<file path="config.mk">
export PLATFORM = sky130hd
export DESIGN_NAME = reg_access_ctrl_flat
export DESIGN_NICKNAME = d
export VERILOG_FILES = /design/src/rtl/reg_access_ctrl_if.sv /design/src/rtl/reg_access_ctrl.sv /design/src/flat_wrapper.sv
export SDC_FILE = /design/constraint.sdc
export NUM_CORES = 1
export LEC_CHECK = 0
export BUFFER_PORTS_ARGS = -buffer_cell sky130_fd_sc_hd__buf_4
export CAP_MARGIN = 20
export CORE_UTILIZATION = 40
export CTS_CLUSTER_DIAMETER = 30
export DETAILED_ROUTE_END_ITERATION = 8
export GPL_TIMING_DRIVEN = 0
export HOLD_SLACK_MARGIN = 0.06
export PLACE_DENSITY = 0.77
export SLEW_MARGIN = 20
export SYNTH_ARGS = -nofsm -noshare
export SYNTH_HDL_FRONTEND = slang
export SYNTH_SLANG_ARGS = --single-unit
</file>
<file path="constraint.sdc">
create_clock -name clock -period 2.2 [get_ports clock]
set_input_delay 0.11 -clock clock [delete_from_list [all_inputs] [get_ports clock]]
set_output_delay 0.11 -clock clock [all_outputs]
set_load 0.05 [all_outputs]
</file>
<file path="src/rtl/reg_access_ctrl_if.sv">
// Bundle of decode read, execute writeback and register-file port signals
// around reg_access_ctrl. slave is the controller's view, master the surroundings'.
interface reg_access_ctrl_if;
  logic        rd_req_valid;
  logic        rd_req_ready;
  logic [2:0]  rd_addr_a;
  logic [2:0]  rd_addr_b;
  logic        rd_rsp_valid;
  logic [15:0] rd_data_a;
  logic [15:0] rd_data_b;
  logic        wb_valid;
  logic        wb_ready;
  logic [2:0]  wb_addr;
  logic [15:0] wb_data;
  logic [2:0]  rf_rs;
  logic [2:0]  rf_rd;
  logic        rf_readflag;
  logic [15:0] rf_value;
  logic [15:0] rf_read1;
  logic [15:0] rf_read2;

  modport slave (
    input  rd_req_valid, rd_addr_a, rd_addr_b, wb_valid, wb_addr, wb_data,
           rf_read1, rf_read2,
    output rd_req_ready, rd_rsp_valid, rd_data_a, rd_data_b, wb_ready,
           rf_rs, rf_rd, rf_readflag, rf_value
  );

  modport master (
    output rd_req_valid, rd_addr_a, rd_addr_b, wb_valid, wb_addr, wb_data,
           rf_read1, rf_read2,
    input  rd_req_ready, rd_rsp_valid, rd_data_a, rd_data_b, wb_ready,
           rf_rs, rf_rd, rf_readflag, rf_value
  );
endinterface

</file>
<file path="src/rtl/reg_access_ctrl.sv">
// Serializes operand reads and queued writebacks onto the single register-file port.
// Optional REG_ACCESS_WB_BYPASS_EN writes straight through when the queue is empty.
module reg_access_ctrl #(
  parameter int unsigned QDEPTH = 2
) (
  input logic              clock,
  input logic              reset_n,
  reg_access_ctrl_if.slave bus
);

  localparam int unsigned PW = (QDEPTH > 1) ? $clog2(QDEPTH) : 1;
  localparam int unsigned CW = PW + 1;

  typedef enum logic [1:0] {ActIdle, ActRead, ActWrite, ActBypass} action_e;

  logic [2:0]        addr_q [QDEPTH];
  logic [15:0]       data_q [QDEPTH];
  logic [QDEPTH-1:0] vld_q, vld_d;
  logic [PW-1:0]     head_q, head_d, tail_q, tail_d;
  logic [CW-1:0]     count_q, count_d;
  logic              rsp_q;

  logic    full, empty, hazard, push, pop;
  action_e action;

  assign full  = (count_q == CW'(QDEPTH));
  assign empty = (count_q == '0);

  // Only entries already in the queue take part; a same-cycle writeback does not.
  always_comb begin
    hazard = 1'b0;
    for (int i = 0; i < int'(QDEPTH); i++) begin
      if (vld_q[i] && (addr_q[i] == bus.rd_addr_a || addr_q[i] == bus.rd_addr_b)) begin
        hazard = 1'b1;
      end
    end
  end

  always_comb begin
    action = ActIdle;
    if (reset_n && bus.rd_req_valid && !full && !hazard) begin
      action = ActRead;
    end else if (!empty) begin
      action = ActWrite;
`ifdef REG_ACCESS_WB_BYPASS_EN
    end else if (reset_n && bus.wb_valid) begin
      action = ActBypass;
`endif
    end
  end

  always_comb begin
    bus.rd_req_ready = 1'b0;
    bus.rf_readflag  = 1'b1;
    bus.rf_rs        = 3'd0;
    bus.rf_rd        = 3'd0;
    bus.rf_value     = 16'd0;
    unique case (action)
      ActRead: begin
        bus.rd_req_ready = 1'b1;
        bus.rf_rs        = bus.rd_addr_a;
        bus.rf_rd        = bus.rd_addr_b;
      end
      ActWrite: begin
        bus.rf_readflag = 1'b0;
        bus.rf_rs       = addr_q[head_q];
        bus.rf_value    = data_q[head_q];
      end
      ActBypass: begin
        bus.rf_readflag = 1'b0;
        bus.rf_rs       = bus.wb_addr;
        bus.rf_value    = bus.wb_data;
      end
      default: ;
    endcase
  end

  assign bus.wb_ready     = reset_n && !full;
  assign bus.rd_rsp_valid = rsp_q;
  assign bus.rd_data_a    = bus.rf_read1;
  assign bus.rd_data_b    = bus.rf_read2;

  assign push = bus.wb_valid && bus.wb_ready && (action != ActBypass);
  assign pop  = (action == ActWrite);

  always_comb begin
    vld_d  = vld_q;
    head_d = head_q;
    tail_d = tail_q;
    count_d = count_q;
    if (pop) begin
      vld_d[head_q] = 1'b0;
      head_d        = head_q + PW'(1);
    end
    if (push) begin
      vld_d[tail_q] = 1'b1;
      tail_d        = tail_q + PW'(1);
    end
    if (push && !pop) begin
      count_d = count_q + CW'(1);
    end else if (pop && !push) begin
      count_d = count_q - CW'(1);
    end
  end

  always_ff @(posedge clock or negedge reset_n) begin
    if (!reset_n) begin
      vld_q   <= '0;
      head_q  <= '0;
      tail_q  <= '0;
      count_q <= '0;
      rsp_q   <= 1'b0;
    end else begin
      vld_q   <= vld_d;
      head_q  <= head_d;
      tail_q  <= tail_d;
      count_q <= count_d;
      rsp_q   <= (action == ActRead);
    end
  end

  // Payload storage needs no reset; validity is tracked by vld_q.
  always_ff @(posedge clock) begin
    if (push) begin
      addr_q[tail_q] <= bus.wb_addr;
      data_q[tail_q] <= bus.wb_data;
    end
  end

endmodule

</file>
<file path="src/flat_wrapper.sv">
// flat-port wrapper written by rule: the top's interface ports become plain ports
module reg_access_ctrl_flat 
#(
  parameter int unsigned QDEPTH = 2
)
  (clock, reset_n, bus_rd_req_valid, bus_rd_addr_a, bus_rd_addr_b, bus_wb_valid, bus_wb_addr, bus_wb_data, bus_rf_read1, bus_rf_read2, bus_rd_req_ready, bus_rd_rsp_valid, bus_rd_data_a, bus_rd_data_b, bus_wb_ready, bus_rf_rs, bus_rf_rd, bus_rf_readflag, bus_rf_value);
  reg_access_ctrl_if bus_i ();
  input logic clock;
  input logic reset_n;
  input wire logic [$bits(bus_i.rd_req_valid)-1:0] bus_rd_req_valid;
  input wire logic [$bits(bus_i.rd_addr_a)-1:0] bus_rd_addr_a;
  input wire logic [$bits(bus_i.rd_addr_b)-1:0] bus_rd_addr_b;
  input wire logic [$bits(bus_i.wb_valid)-1:0] bus_wb_valid;
  input wire logic [$bits(bus_i.wb_addr)-1:0] bus_wb_addr;
  input wire logic [$bits(bus_i.wb_data)-1:0] bus_wb_data;
  input wire logic [$bits(bus_i.rf_read1)-1:0] bus_rf_read1;
  input wire logic [$bits(bus_i.rf_read2)-1:0] bus_rf_read2;
  output wire logic [$bits(bus_i.rd_req_ready)-1:0] bus_rd_req_ready;
  output wire logic [$bits(bus_i.rd_rsp_valid)-1:0] bus_rd_rsp_valid;
  output wire logic [$bits(bus_i.rd_data_a)-1:0] bus_rd_data_a;
  output wire logic [$bits(bus_i.rd_data_b)-1:0] bus_rd_data_b;
  output wire logic [$bits(bus_i.wb_ready)-1:0] bus_wb_ready;
  output wire logic [$bits(bus_i.rf_rs)-1:0] bus_rf_rs;
  output wire logic [$bits(bus_i.rf_rd)-1:0] bus_rf_rd;
  output wire logic [$bits(bus_i.rf_readflag)-1:0] bus_rf_readflag;
  output wire logic [$bits(bus_i.rf_value)-1:0] bus_rf_value;
  assign bus_i.rd_req_valid = bus_rd_req_valid;
  assign bus_i.rd_addr_a = bus_rd_addr_a;
  assign bus_i.rd_addr_b = bus_rd_addr_b;
  assign bus_i.wb_valid = bus_wb_valid;
  assign bus_i.wb_addr = bus_wb_addr;
  assign bus_i.wb_data = bus_wb_data;
  assign bus_i.rf_read1 = bus_rf_read1;
  assign bus_i.rf_read2 = bus_rf_read2;
  assign bus_rd_req_ready = bus_i.rd_req_ready;
  assign bus_rd_rsp_valid = bus_i.rd_rsp_valid;
  assign bus_rd_data_a = bus_i.rd_data_a;
  assign bus_rd_data_b = bus_i.rd_data_b;
  assign bus_wb_ready = bus_i.wb_ready;
  assign bus_rf_rs = bus_i.rf_rs;
  assign bus_rf_rd = bus_i.rf_rd;
  assign bus_rf_readflag = bus_i.rf_readflag;
  assign bus_rf_value = bus_i.rf_value;
  reg_access_ctrl #(.QDEPTH(QDEPTH)) u_core (.clock(clock), .reset_n(reset_n), .bus(bus_i));
endmodule
</file>
==> metrics.md, run 1 <==
| Metric | Value |
|---|---|
| Outcome | complete, but fails checks |
| Failing checks | setup timing |
| Crit path launch | u_core.addr_q[0][1]$_DFFE_PP_ |
| First-pass GRT wire length | a little under 8000 um |
| Finish-stage setup viols | 14 |
| Adder-cell share of the synthesized area | 0.00566 |
| Global routing met2 resource utilization | 0.314 |
| First DRT Iteration DRCs | 42 |
| Setup crit end kind | primary output |
| R2R setup slack | 0.01 ns |
| Worst reg2reg path depth | 9 |
| CP Data Arrival Time | 2.15 ns |
| Initial DRT Pass Iterations | 4 |
| Crit Reg-Reg Startpoint | u_core.addr_q[0][1]$_DFFE_PP_ |
| Main synth FF type | edfxtp_1 |
| Fmax | 443 MHz |
| Mux cell area share after synthesis | 0.101 |
| Sequential cell area fraction in the yosys report | 0.595 |
| Max Cap Viol | 0 |
| Clock Path Buffers | 2 |
| Pwr Density | 1250 mW/mm2 |
| Area grow syn2layout | 58.4% |
| Slew headroom | 0.324 |
| Clk sinks | 45 |
| Top Ports | 119 |
| Number of distinct library cells after synthesis | 29 |
| Worst Tran Pin Value | 1.01 ns |
| Die ar. | about 0.0058 mm2 |
| Unrepaired setup endpoints after global routing | true |
| Die width | 76.4 um |
| Worst Setup Path Type | flop to primary output |
| Final Slew Violations | 0 |
| Post-synthesis simple-gate area fraction | 0.0831 |
| Post-Route WL | 5120 um |
| Total grt overflow | 0 |
| Fin nets | 350 |
| ANT cells | 0 |
| Total number of vias | about 1,700 |
| Antenna-violating nets left | 0 |
| Placer Congestion | 0.771 |
| Synth Area in Compound Gates | 0.0283 |
| Routed vias/inst | 4.65 |
| Syn_area_per_cell | 13.2 um2 |
| HPWL Detailed | between 3000 and 4000 um |
| EDFF count, synth | 38 |
| Worst skew pair latency | 0.30 ns |
| Final Hold Fails | 0 |
| Setup TNS | -0.240 ns |
| Power Total | 4.37 mW |
| IO buf count | 86 |
| Most Crowded Layer GR | met2 |
| XOR/XNOR share of the synthesized area | 0.0594 |
| Leak pwr | between 1.5 and 2 nW |
| Period utilisation layout | 1.03 |
| Startpoint types | flop |
| Maximum vdd ir drop | 0.876 mV |
| Core region area | 0.00520 mm2 |
| Final setup margin | -0.0588 ns |
| Met3 Resource Use GR | 0.0683 |
| Hold Path End | u_core.tail_q$_DFFE_PN0P_ |
| # DRC | 0 |
| Total CTS buffers | 5 |
| Yosys warning total | 0 |
| Worst Clk Skew | roughly 0.0048 ns |
| Pre-CTS setup slack | -0.0244 ns |
| Root Driver | clkbuf_8 |
| Clk slew on worst S/H paths | around 0.080 ns |
| Hold Path Class | input port to flop |
| Critical path required time | between 2 and 2.5 ns |
| Share of layout cells above drive strength 1 | 0.554 |
| Net count after synthesis | 229 |
| Yosys reg bits | 45 |
| Starting Density | 0.425 |
| Critical path fanouts, max | 6 |
| Worst Hold Path Cells | 3 |
| Vias in the first global route | 1,705 |
| Post-layout min period | 2.26 ns |
| Vert. Die Dim | 76.4 um |
| GRT Util Overall | 0.173 |
| Row count | 26 |
| Gate Count Post-Synth | 167 |
| Post-synth ARST share | 0.156 |
| Routed wire per std cell | around 14 um |
| Placed instance area | between 0.002 and 0.003 mm2 |
| Worst r2r dst | u_core.count_q[1]$_DFFE_PN0P_ |
| Main combinational cell family by area after synthesis | buffers and inverters |
| CTS tree | yes |
| Post-synthesis cell area | around 0.0022 mm2 |
| Worst hold start | bus_wb_valid |
| Cell area after layout | about 0.0035 mm2 |
| CTS H-tree depth | 2 |
| Pin count of the biggest net entering global routing | 22 |
| M1 GR Usage | 0.177 |
| Initial antenna violation count | 0 |
placed cells by master (no fill, tap or decap), types with 2 or more instances in the layout:
| master | Yosys | routed |
|---|---|---|
| nand4_1 | 3 | 3 |
| nor2_1 | 23 | 16 |
| buf_12 | 0 | 3 |
| nand2_1 | 3 | 2 |
| nor2_2 | 0 | 7 |
| xnor2_1 | 9 | 9 |
| xor2_1 | 6 | 5 |
| dlygate4sd3_1 | 0 | 20 |
| mux2_4 | 0 | 3 |
| buf_4 | 32 | 102 |
| edfxtp_1 | 38 | 38 |
| mux2i_1 | 19 | 19 |
| and2_2 | 0 | 3 |
| buf_6 | 1 | 21 |
| dfrtp_1 | 7 | 7 |
| clkbuf_8 | 0 | 5 |
| or2_2 | 2 | 2 |
| buf_2 | 2 | 2 |
cells in the mapped netlist, types with 2 or more instances:
cell | number | share of area
dfrtp_1 | 7 | 0.079
xnor2_1 | 9 | 0.036
inv_1 | 2 | 0.0034
xor2_1 | 6 | 0.024
mux2_2 | 3 | 0.015
edfxtp_1 | 38 | 0.52
and2_1 | 3 | 0.0085
nand2_1 | 3 | 0.0051
nor2_1 | 23 | 0.039
nand4_1 | 3 | 0.0085
buf_2 | 2 | 0.0045
mux2i_1 | 19 | 0.086
buf_4 | 32 | 0.11
or2_2 | 2 | 0.0057
final cells by class:
cell class / count / area [um2]
clock inverters: 2 / 35.0
repair buffers: 114 / 1020
well taps: 70 / 87.6
clock buffers: 6 / 72.6
inverters: 2 / 7.51
multi-input cells: 84 / 686
flip-flops and latches: 45 / 1320
plain buffers: 36 / 283
fillers: 382 / 1700
metrics by stage:
| step | cells | hold WS, ns | util |
|---|---|---|---|
| detailed placement | 323 | -0.0664 | 0.575 |
| global route | 359 | 0.153 | 0.673 |
| finish | 359 | 0.149 | 0.673 |
| global placement | 323 | -0.0692 | 0.575 |
| CTS | 358 | 0.150 | 0.666 |
| floorplan | 167 | -0.186 | - |
kinds of logic after synthesis:
group / Yosys count
buffers and inverters: 38
flip-flops: 45
AND/OR/NAND/NOR: 39
XOR/XNOR: 15
multiplexers: 22
adder cells (fa/ha/maj): 1
AO/OA/AOI/OAI: 7
what timing repair did:
item / CTS / global route
hold buffers: 20 / 0
setup endpoints to repair: 17 / 24
buffers inserted: 7 / 1
pin swaps: 5 / 1
hold endpoints to repair: 45 / 0
gates resized for setup: 25 / 7
registers in the layout, indices dropped and copies added, names as in the netlist:
signal / count
u_core.vld_q: 2
u_core.data_q: 32
u_core.tail_q: 1
u_core.head_q: 1
u_core.bus.rd_rsp_valid: 1
u_core.addr_q: 6
u_core.count_q: 2
power by group:
part	switching (mW)	internal [mW]	leakage, nW
clock network	0.266	0.337	0.0552
logic	1.55	1.04	1.08
registers	0.0892	1.09	0.433
metal layers:
layer  up-vias  part of all wire  wire length [um]
met3        17              0.10               521
met2        96              0.52              2670
met5         -                 0                 0
met4         0             0.025               128
li1        788                 -                 -
met1       770              0.35              1790
worst max path at each step:
stage	cells past startpoint	end
6_report	6	bus_rf_rs[0]
5_1_grt	7	bus_rf_value[5]
3_3_place_gp	9	u_core.count_q[1]$_DFFE_PN0P_
2_1_floorplan	9	u_core.count_q[1]$_DFFE_PN0P_
3_5_place_dp	9	u_core.count_q[1]$_DFFE_PN0P_
4_1_cts	7	bus_rf_rs[0]
worst max-delay path: stages, from the launching register on:
cell and delay (ns):
edfxtp_1 0.47, xor2_2 0.22, nor4_1 0.07, o31a_2 0.38, nor2_4 0.21, mux2_4 0.34
buf_8 0.15
Note: power is estimated with default switching activity, not from simulation.
==> run 2: changes to the inputs <==
ABC_AREA = 1   (was unset)
CORE_UTILIZATION = 41   (was 40)
MAX_ROUTING_LAYER = met4   (was unset)
PLACE_DENSITY = 0.78   (was 0.77)
==> run 2 against run 1 <==
- critical path depth up 5
- critical path type unchanged
- via count up 15%
- sequential share of layout area up 1.4 points
- clock power down 17%
- utilization down 2.9 points
- the flow now finishes without violations
- register-to-register slack better by 0.24 ns
- combinational power down 9.7%
- sequential power down 3%
==> metrics.md, run 2 <==
| Metric | Value |
|---|---|
| Pin count of the biggest net entering global routing | 15 (-32%) |
| Setup crit end kind | primary output |
| Total grt overflow | 0 (unchanged) |
| Fin nets | 406 (+16%) |
| EDFF count, synth | 38 (unchanged) |
| Gate Count Post-Synth | 228 (+37%) |
| Max Cap Viol | 0 (unchanged) |
| Final Hold Fails | 0 (unchanged) |
| Maximum vdd ir drop | 0.861 mV (-1.7%) |
| Multi-input logic area | 629 um2 (-8.2%) |
| Share of layout cells above drive strength 1 | 0.432 (-0.122) |
| Clk sinks | 45 (unchanged) |
| Sequential cell area fraction in the yosys report | 0.577 (-0.0180) |
| CTS H-tree depth | 2 (unchanged) |
| Register area | 0.00132 mm2 (unchanged) |
| Critical path required time | 2.09 ns (about the same) |
| Yosys warning total | 0 (unchanged) |
| Post-synthesis simple-gate area fraction | 0.167 (+0.0836) |
| Placed instance area | 0.00305 mm2 (+1.8%) |
| Total CTS buffers | 5 (unchanged) |
| CTS tree | yes |
| Fmax | 489 MHz (+10%) |
| Critical path fanouts, max | 11 (+5) |
| Die width | 76.6 um (+0.29%) |
| Outcome | finished clean |
| Top post-synthesis cells by area | edfxtp_1 50%, nand2_1 12%, buf_4 11% |
| ANT cells | 0 (unchanged) |
| Most frequent cells in the layout | 119 x buf_4, 74 x nand2_1, 38 x edfxtp_1 |
| Synth top area share | 0.500 (-0.0156) |
| Worst skew pair latency | 0.29 ns (about the same) |
| Most common cell after layout, fill and taps aside | buf_4 |
| Synth Area in Compound Gates | 0.0675 (+0.0392) |
| Hold_ws | 0.174 ns (+0.0254 ns) |
| # DRC | 0 (unchanged) |
| Post-Route WL | 5530 um (+8.1%) |
| Placed insts | 386 (+20%) |
| Hold Path Class | input port to async pin |
| Synth top cells by count | 74 x nand2_1, 38 x edfxtp_1, 32 x buf_4, 19 x inv_1 |
| Vert. Die Dim | 76.6 um (+0.29%) |
| Finish-stage setup viols | 0 (-14) |
| Adder-cell share of the synthesized area | 0.00549 (-0.000171) |
| Power Total | 3.98 mW (-8.9%) |
| Post-layout min period | 2.05 ns (-0.212 ns) |
| Die ar. | 0.00587 mm2 (+0.58%) |
| Syn_area_per_cell | 10.0 um2 (-24%) |
| Placer Congestion | 0.824 (+6.8%) |
| Worst Tran Pin Value | 0.549 ns (-0.465 ns) |
| Worst Clk Skew | 0.00184 ns (-0.00297 ns) |
| Clk slew on worst S/H paths | 0.08 ns (about the same) |
| Root Driver | clkbuf_8 |
| Cell taking the most area after synthesis | edfxtp_1 |
| Starting Density | 0.435 (+0.0105) |
| Total number of vias | 1,930 (+15%) |
| HPWL Detailed | 3940 um (+25%) |
| Vias in the first global route | 1,882 (+10%) |
| Initial antenna violation count | 0 (unchanged) |
| Row count | 26 (unchanged) |
| Slew headroom | 0.634 (+0.310) |
| Max reg flops | 32 (unchanged) |
| Core region area | 0.00524 mm2 (+0.62%) |
| Number of distinct library cells after synthesis | 23 (-21%) |
| Pwr Density | 1180 mW/mm2 (-5.4%) |
| Worst Setup Path Type | flop to primary output |
| First-pass GRT wire length | 8800 um (+12%) |
| Crit Reg-Reg Startpoint | u_core.addr_q[1][2]$_DFFE_PP_ |
| Worst reg2reg path depth | 13 (+4) |
| Post-synthesis cell area | 0.00228 mm2 (+3.1%) |
| Routed vias/inst | 4.65 (about the same) |
| Leak pwr | 1.58 nW (+0.67%) |
| Top Registers | u_core.data_q: 32 flops, u_core.addr_q: 6 flops |
| XOR/XNOR share of the synthesized area | 0.0230 (-0.0364) |
| Startpoint types | flop |
| Antenna-violating nets left | 0 (unchanged) |
| Top reg by flops | u_core.data_q |
| Net count after synthesis | 290 (+27%) |
| GRT Util Overall | 0.198 (+0.0250) |
| Fill cell count | 423 (+11%) |
| R2R setup slack | 0.25 ns (+0.24 ns) |
| Main combinational cell family by area after synthesis | simple AND/OR/NAND/NOR gates |
| First DRT Iteration DRCs | 91 (+120%) |
| Worst r2r dst | u_core.count_q[1]$_DFFE_PN0P_ |
| Count leader, synth | nand2_1 |
| Post-synth ARST share | 0.156 (unchanged) |
| Initial DRT Pass Iterations | 5 (+1) |
| Routed wire per std cell | 13.3 um (-6.5%) |
| Top Ports | 119 (unchanged) |
| IO buf count | 86 (unchanged) |
| Final Slew Violations | 0 (unchanged) |
| Final std cells w/o fill | 415 (+16%) |
| Area grow syn2layout | 47.9% |
| Yosys reg bits | 45 (unchanged) |
| Main synth FF type | edfxtp_1 |
| Final core occ | 0.644 (-0.0290) |
| Period utilisation layout | 0.930 (-0.0966) |
| CP Data Arrival Time | 1.94 ns (-0.21 ns) |
| Mux cell area share after synthesis | 0 (-0.101) |
| Clock Path Buffers | 2 (unchanged) |
| Cell area after layout | 0.00337 mm2 (-3.7%) |
==> run 2: through the flow <==
stage          setup slack (ns)  TNS (ns)
6_report                  0.154         0
5_1_grt                -0.00190  -0.00190
4_1_cts                   0.118         0
3_5_place_dp              0.131         0
3_3_place_gp             -0.279    -10.85
2_1_floorplan           -0.0884     -3.36
==> run 2: kinds of logic (layout without fill, tap and decap cells) <==
logic type               after synthesis  after routing
AO/OA/AOI/OAI                         24             24
XOR/XNOR                               6              6
adder cells (fa/ha/maj)                1              1
buffers and inverters                 60            177
flip-flops                            45             45
AND/OR/NAND/NOR                       92             92
==> run 2: what timing repair did <==
action                                 4_1_cts  5_1_grt
resized for setup                            0        5
hold buffers                                20        0
setup endpoints to repair                    0        3
endpoints found under the hold margin       45        0
buffers inserted                             0        1
==> run 2: critical path, stage by stage (launching register included) <==
cell and delay [ns]:
edfxtp_1 0.45, inv_2 0.08, nand2_1 0.06, nand2_1 0.08
nand3_1 0.08, nand2_1 0.09, nand2_2 0.07, nand3_4 0.12
nand2_8 0.09, buf_12 0.17, a21oi_2 0.14, buf_4 0.22
==> run 2: final cells by class <==
class,count,share of cell area
buffer,38,0.0853
clock buffer,6,0.0215
clock inverter,2,0.00445
inverter,22,0.0245
multi-input combinational,123,0.187
sequential,45,0.390
tap,70,0.0260
timing repair buffer,109,0.262
==> run 2: power breakdown <==
group	leakage, nW	switching (mW)	internal (mW)	total (mW)
clock network	0.0374	0.276	0.224	0.499
registers	0.434	0.0626	1.08	1.14
logic	1.11	1.60	0.733	2.34
total	1.58	1.94	2.04	3.98
==> run 2: routing by layer <==
metal	wire, um	vias up	share of wire	GRT usage
li1	-	931	-	-
met1	2030	890	0.37	0.201
met2	2990	100	0.54	0.370
met3	437	9	0.079	0.0551
met4	74	0	0.013	0.0538
met5	0	-	0	-
==> run 2: worst max-delay path by stage <==
stage / startpoint / slack (ns) / endpoint / cells past startpoint
6_report: u_core.addr_q[1][2]$_DFFE_PP_ / 0.15 / bus_rf_value[3] / 11
5_1_grt: u_core.addr_q[1][1]$_DFFE_PP_ / -0.002 / bus_rf_value[3] / 11
4_1_cts: u_core.addr_q[1][2]$_DFFE_PP_ / 0.12 / u_core.count_q[1]$_DFFE_PN0P_ / 13
3_5_place_dp: u_core.addr_q[1][2]$_DFFE_PP_ / 0.13 / u_core.count_q[1]$_DFFE_PN0P_ / 13
3_3_place_gp: u_core.count_q[0]$_DFFE_PN0P_ / -0.28 / u_core.data_q[1][5]$_DFFE_PP_ / 6
2_1_floorplan: u_core.count_q[0]$_DFFE_PN0P_ / -0.09 / u_core.addr_q[1][0]$_DFFE_PP_ / 6
==> run 3: changes to the inputs <==
CORE_MARGIN = 2   (was unset)
clock period = 1.7 ns   (was 2.2 ns; I/O delays follow)
==> run 3 against run 2 <==
- the flow now finishes with violations (setup timing)
- cell count increased by 2.2%
- global-route usage decreased by 0.43 points
- hold slack got worse by 0.035 ns
- total power increased by 49%
- worst setup slack got worse by 0.42 ns
==> metrics.md, run 3 (synthesized netlist as in run 2, its figures left out) <==
| Metric | Value |
|---|---|
| Starting Density | 0.419 (-0.0161) |
| Final setup margin | -0.263 ns (-0.416 ns) |
| Total number of vias | 1,995 (+3.4%) |
| Most frequent cells in the layout | 101 x buf_4, 71 x nand2_1, 38 x edfxtp_1 |
| Unrepaired setup endpoints after global routing | true |
| CP bufs+invs | 3 (unchanged) |
| Core region area | 0.00544 mm2 (+3.8%) |
| Hold Path Class | input port to flop |
| First DRT Iteration DRCs | 97 (+6.6%) |
| Post-layout min period | 1.96 ns |
| Period utilisation layout | 1.15 |
| Top Ports | 119 (unchanged) |
| Vert. Die Dim | 78.6 um (+2.6%) |
| # DRC | 0 (unchanged) |
| Outcome | complete, but fails checks |
| Finish-stage setup viols | 26 (+26) |
| Pre-CTS setup slack | -0.243 ns (-0.374 ns) |
| Total CTS buffers | 5 (unchanged) |
| Post-Route WL | 6210 um (+12%) |
| CTS H-tree depth | 2 (unchanged) |
| Crit path launch | u_core.addr_q[1][2]$_DFFE_PP_ |
| Crit path max-delay cell type | edfxtp_1 |
| Pwr Density | 1610 mW/mm2 (+37%) |
| Final Hold Fails | 0 (unchanged) |
| Clock Path Buffers | 2 (unchanged) |
| Worst Tran Pin Value | 0.427 ns (-0.122 ns) |
| Slew headroom | 0.715 (+0.0815) |
| Worst hold start | bus_wb_valid |
| Pin count of the biggest net entering global routing | 21 (+6) |
| Max Cap Viol | 0 (unchanged) |
| Row count | 27 (+3.8%) |
| CP Data Arrival Time | 1.88 ns (-0.06 ns) |
| Setup crit end kind | primary output |
| Fin nets | 413 (+1.7%) |
| Max reg flops | 32 (unchanged) |
| Initial antenna violation count | 0 (unchanged) |
| CTS tree | yes |
| Share of layout cells above drive strength 1 | 0.503 (+0.0710) |
| Initial DRT Pass Iterations | 4 (-1) |
| Hold_ws | 0.139 ns (-0.0355 ns) |
| Critical path fanouts, max | 7 (-4) |
| Most common cell after layout, fill and taps aside | buf_4 |
| Die ar. | 0.00618 mm2 (+5.3%) |
| Routed vias/inst | 4.71 (+1.2%) |
| Vias in the first global route | 1,979 (+5.2%) |
| Critical path required time | 1.62 ns (-0.47 ns) |
| Die width | 78.6 um (+2.6%) |
| Worst Setup Path Type | flop to primary output |
| Area grow syn2layout | 61.9% |
| Startpoint types | flop |
| Clk slew on worst S/H paths | 0.08 ns (about the same) |
| Leak pwr | 1.65 nW (+5.0%) |
| First-pass GRT wire length | 8880 um (+0.94%) |
| Total grt overflow | 0 (unchanged) |
| Root Driver | clkbuf_8 |
| Crit path cell chain | inv_2, nand2_2, nand2_1, nand3_1, nand2_1, nand2_2, nand3_4, nand2_8, clkbuf_16, a21oi_4, buf_6 |
| Power Total | 5.95 mW (+49%) |
| Placer Congestion | 0.775 (-5.9%) |
| Maximum vdd ir drop | 1.38 mV (+60%) |
| Worst Clk Skew | 0.00472 ns (+0.00288 ns) |
| Failing checks | setup timing |
| Worst skew pair latency | 0.30 ns (about the same) |
| ANT cells | 0 (unchanged) |
| CP top delay family | simple AND/OR/NAND/NOR gates |
| CP peak stage delay | 0.45 ns (about the same) |
| Top Registers | u_core.data_q: 32 flops, u_core.addr_q: 6 flops |
| Final Slew Violations | 0 (unchanged) |
| IO buf count | 86 (unchanged) |
| Routed wire per std cell | 14.6 um (+9.9%) |
| HPWL Detailed | 3940 um (+0.15%) |
| Fmax | slightly above 500 MHz |
| GRT Util Overall | 0.194 (-0.00433) |
| Top reg by flops | u_core.data_q |
| Antenna-violating nets left | 0 (unchanged) |
| Clk sinks | 45 (unchanged) |
| Crit Reg-Reg Startpoint | u_core.addr_q[1][2]$_DFFE_PP_ |
==> run 3: cell count changes in the layout (fill, tap and decap cells not counted), sizes merged <==
cell / before / now
clkinvlp: 2 / 3
buf: 124 / 128
inv: 21 / 20
clkbuf: 9 / 10
nor2: 6 / 8
==> run 3: layout make-up <==
type                            count  area, um2
Timing Repair Buffer              114       1030
Clock inverter                      2       15.0
Sequential cell                    45       1320
Buffer                             38        290
Tap cell                           72       90.1
Fill cell                         397       1750
Inverter                           22       86.3
Clock buffer                        6       72.6
Multi-Input combinational cell    125        792
==> run 3: per-stage QoR <==
stage / utilization / TNS, ns / cells / cell area, um2
after floorplan: - / -0.902 / 228 / 2340
after global placement: 0.566 / -0.217 / 386 / 3080
after detailed placement: 0.566 / -0.243 / 386 / 3080
after CTS: 0.661 / -4.74 / 420 / 3600
after global routing: 0.679 / -8.55 / 424 / 3690
final: 0.679 / -5.34 / 424 / 3690
==> run 3: repair_timing <==
| action | CTS | global route |
|---|---|---|
| endpoints found under the setup margin | 26 | 58 |
| gates cloned | 0 | 3 |
| pin swaps | 0 | 7 |
| setup buffers | 6 | 1 |
| endpoints found under the hold margin | 45 | 0 |
| resized for setup | 40 | 11 |
| hold buffers | 20 | 0 |
==> run 3: power by group <==
| part | leakage [nW] | internal, mW | switching (mW) |
|---|---|---|---|
| Combinational | 1.18 | 1.42 | 2.38 |
| Sequential | 0.434 | 1.40 | 0.103 |
| Clock | 0.0374 | 0.289 | 0.357 |
==> run 3: worst paths after layout <==
path	slack [ns]	cells past startpoint	end
setup / recovery	-0.26	11	bus_rf_value[14]
hold / removal	0.14	4	u_core.tail_q$_DFFE_PN0P_
setup reg to reg	-0.23	13	u_core.count_q[1]$_DFFE_PN0P_
hold reg to reg	0.50	2	u_core.vld_q[1]$_DFF_PN0_
max in group asynchronous	1.24	2	u_core.head_q$_DFFE_PN0P_
min in group asynchronous	0.21	2	u_core.vld_q[1]$_DFF_PN0_
==> run 3: tightest hold or removal path: cells and delay by family <==
family | cells | cell delay, ns
buf+inv | 1 | 0.09
simple gates | 3 | 0.23
==> run 3: metal layers <==
metal	routed length (um)	global-route usage	up-vias
li1	-	-	946
met2	3300	0.364	119
met4	146	0.0754	0
met3	634	0.0586	14
met1	2130	0.184	916
met5	0	-	-
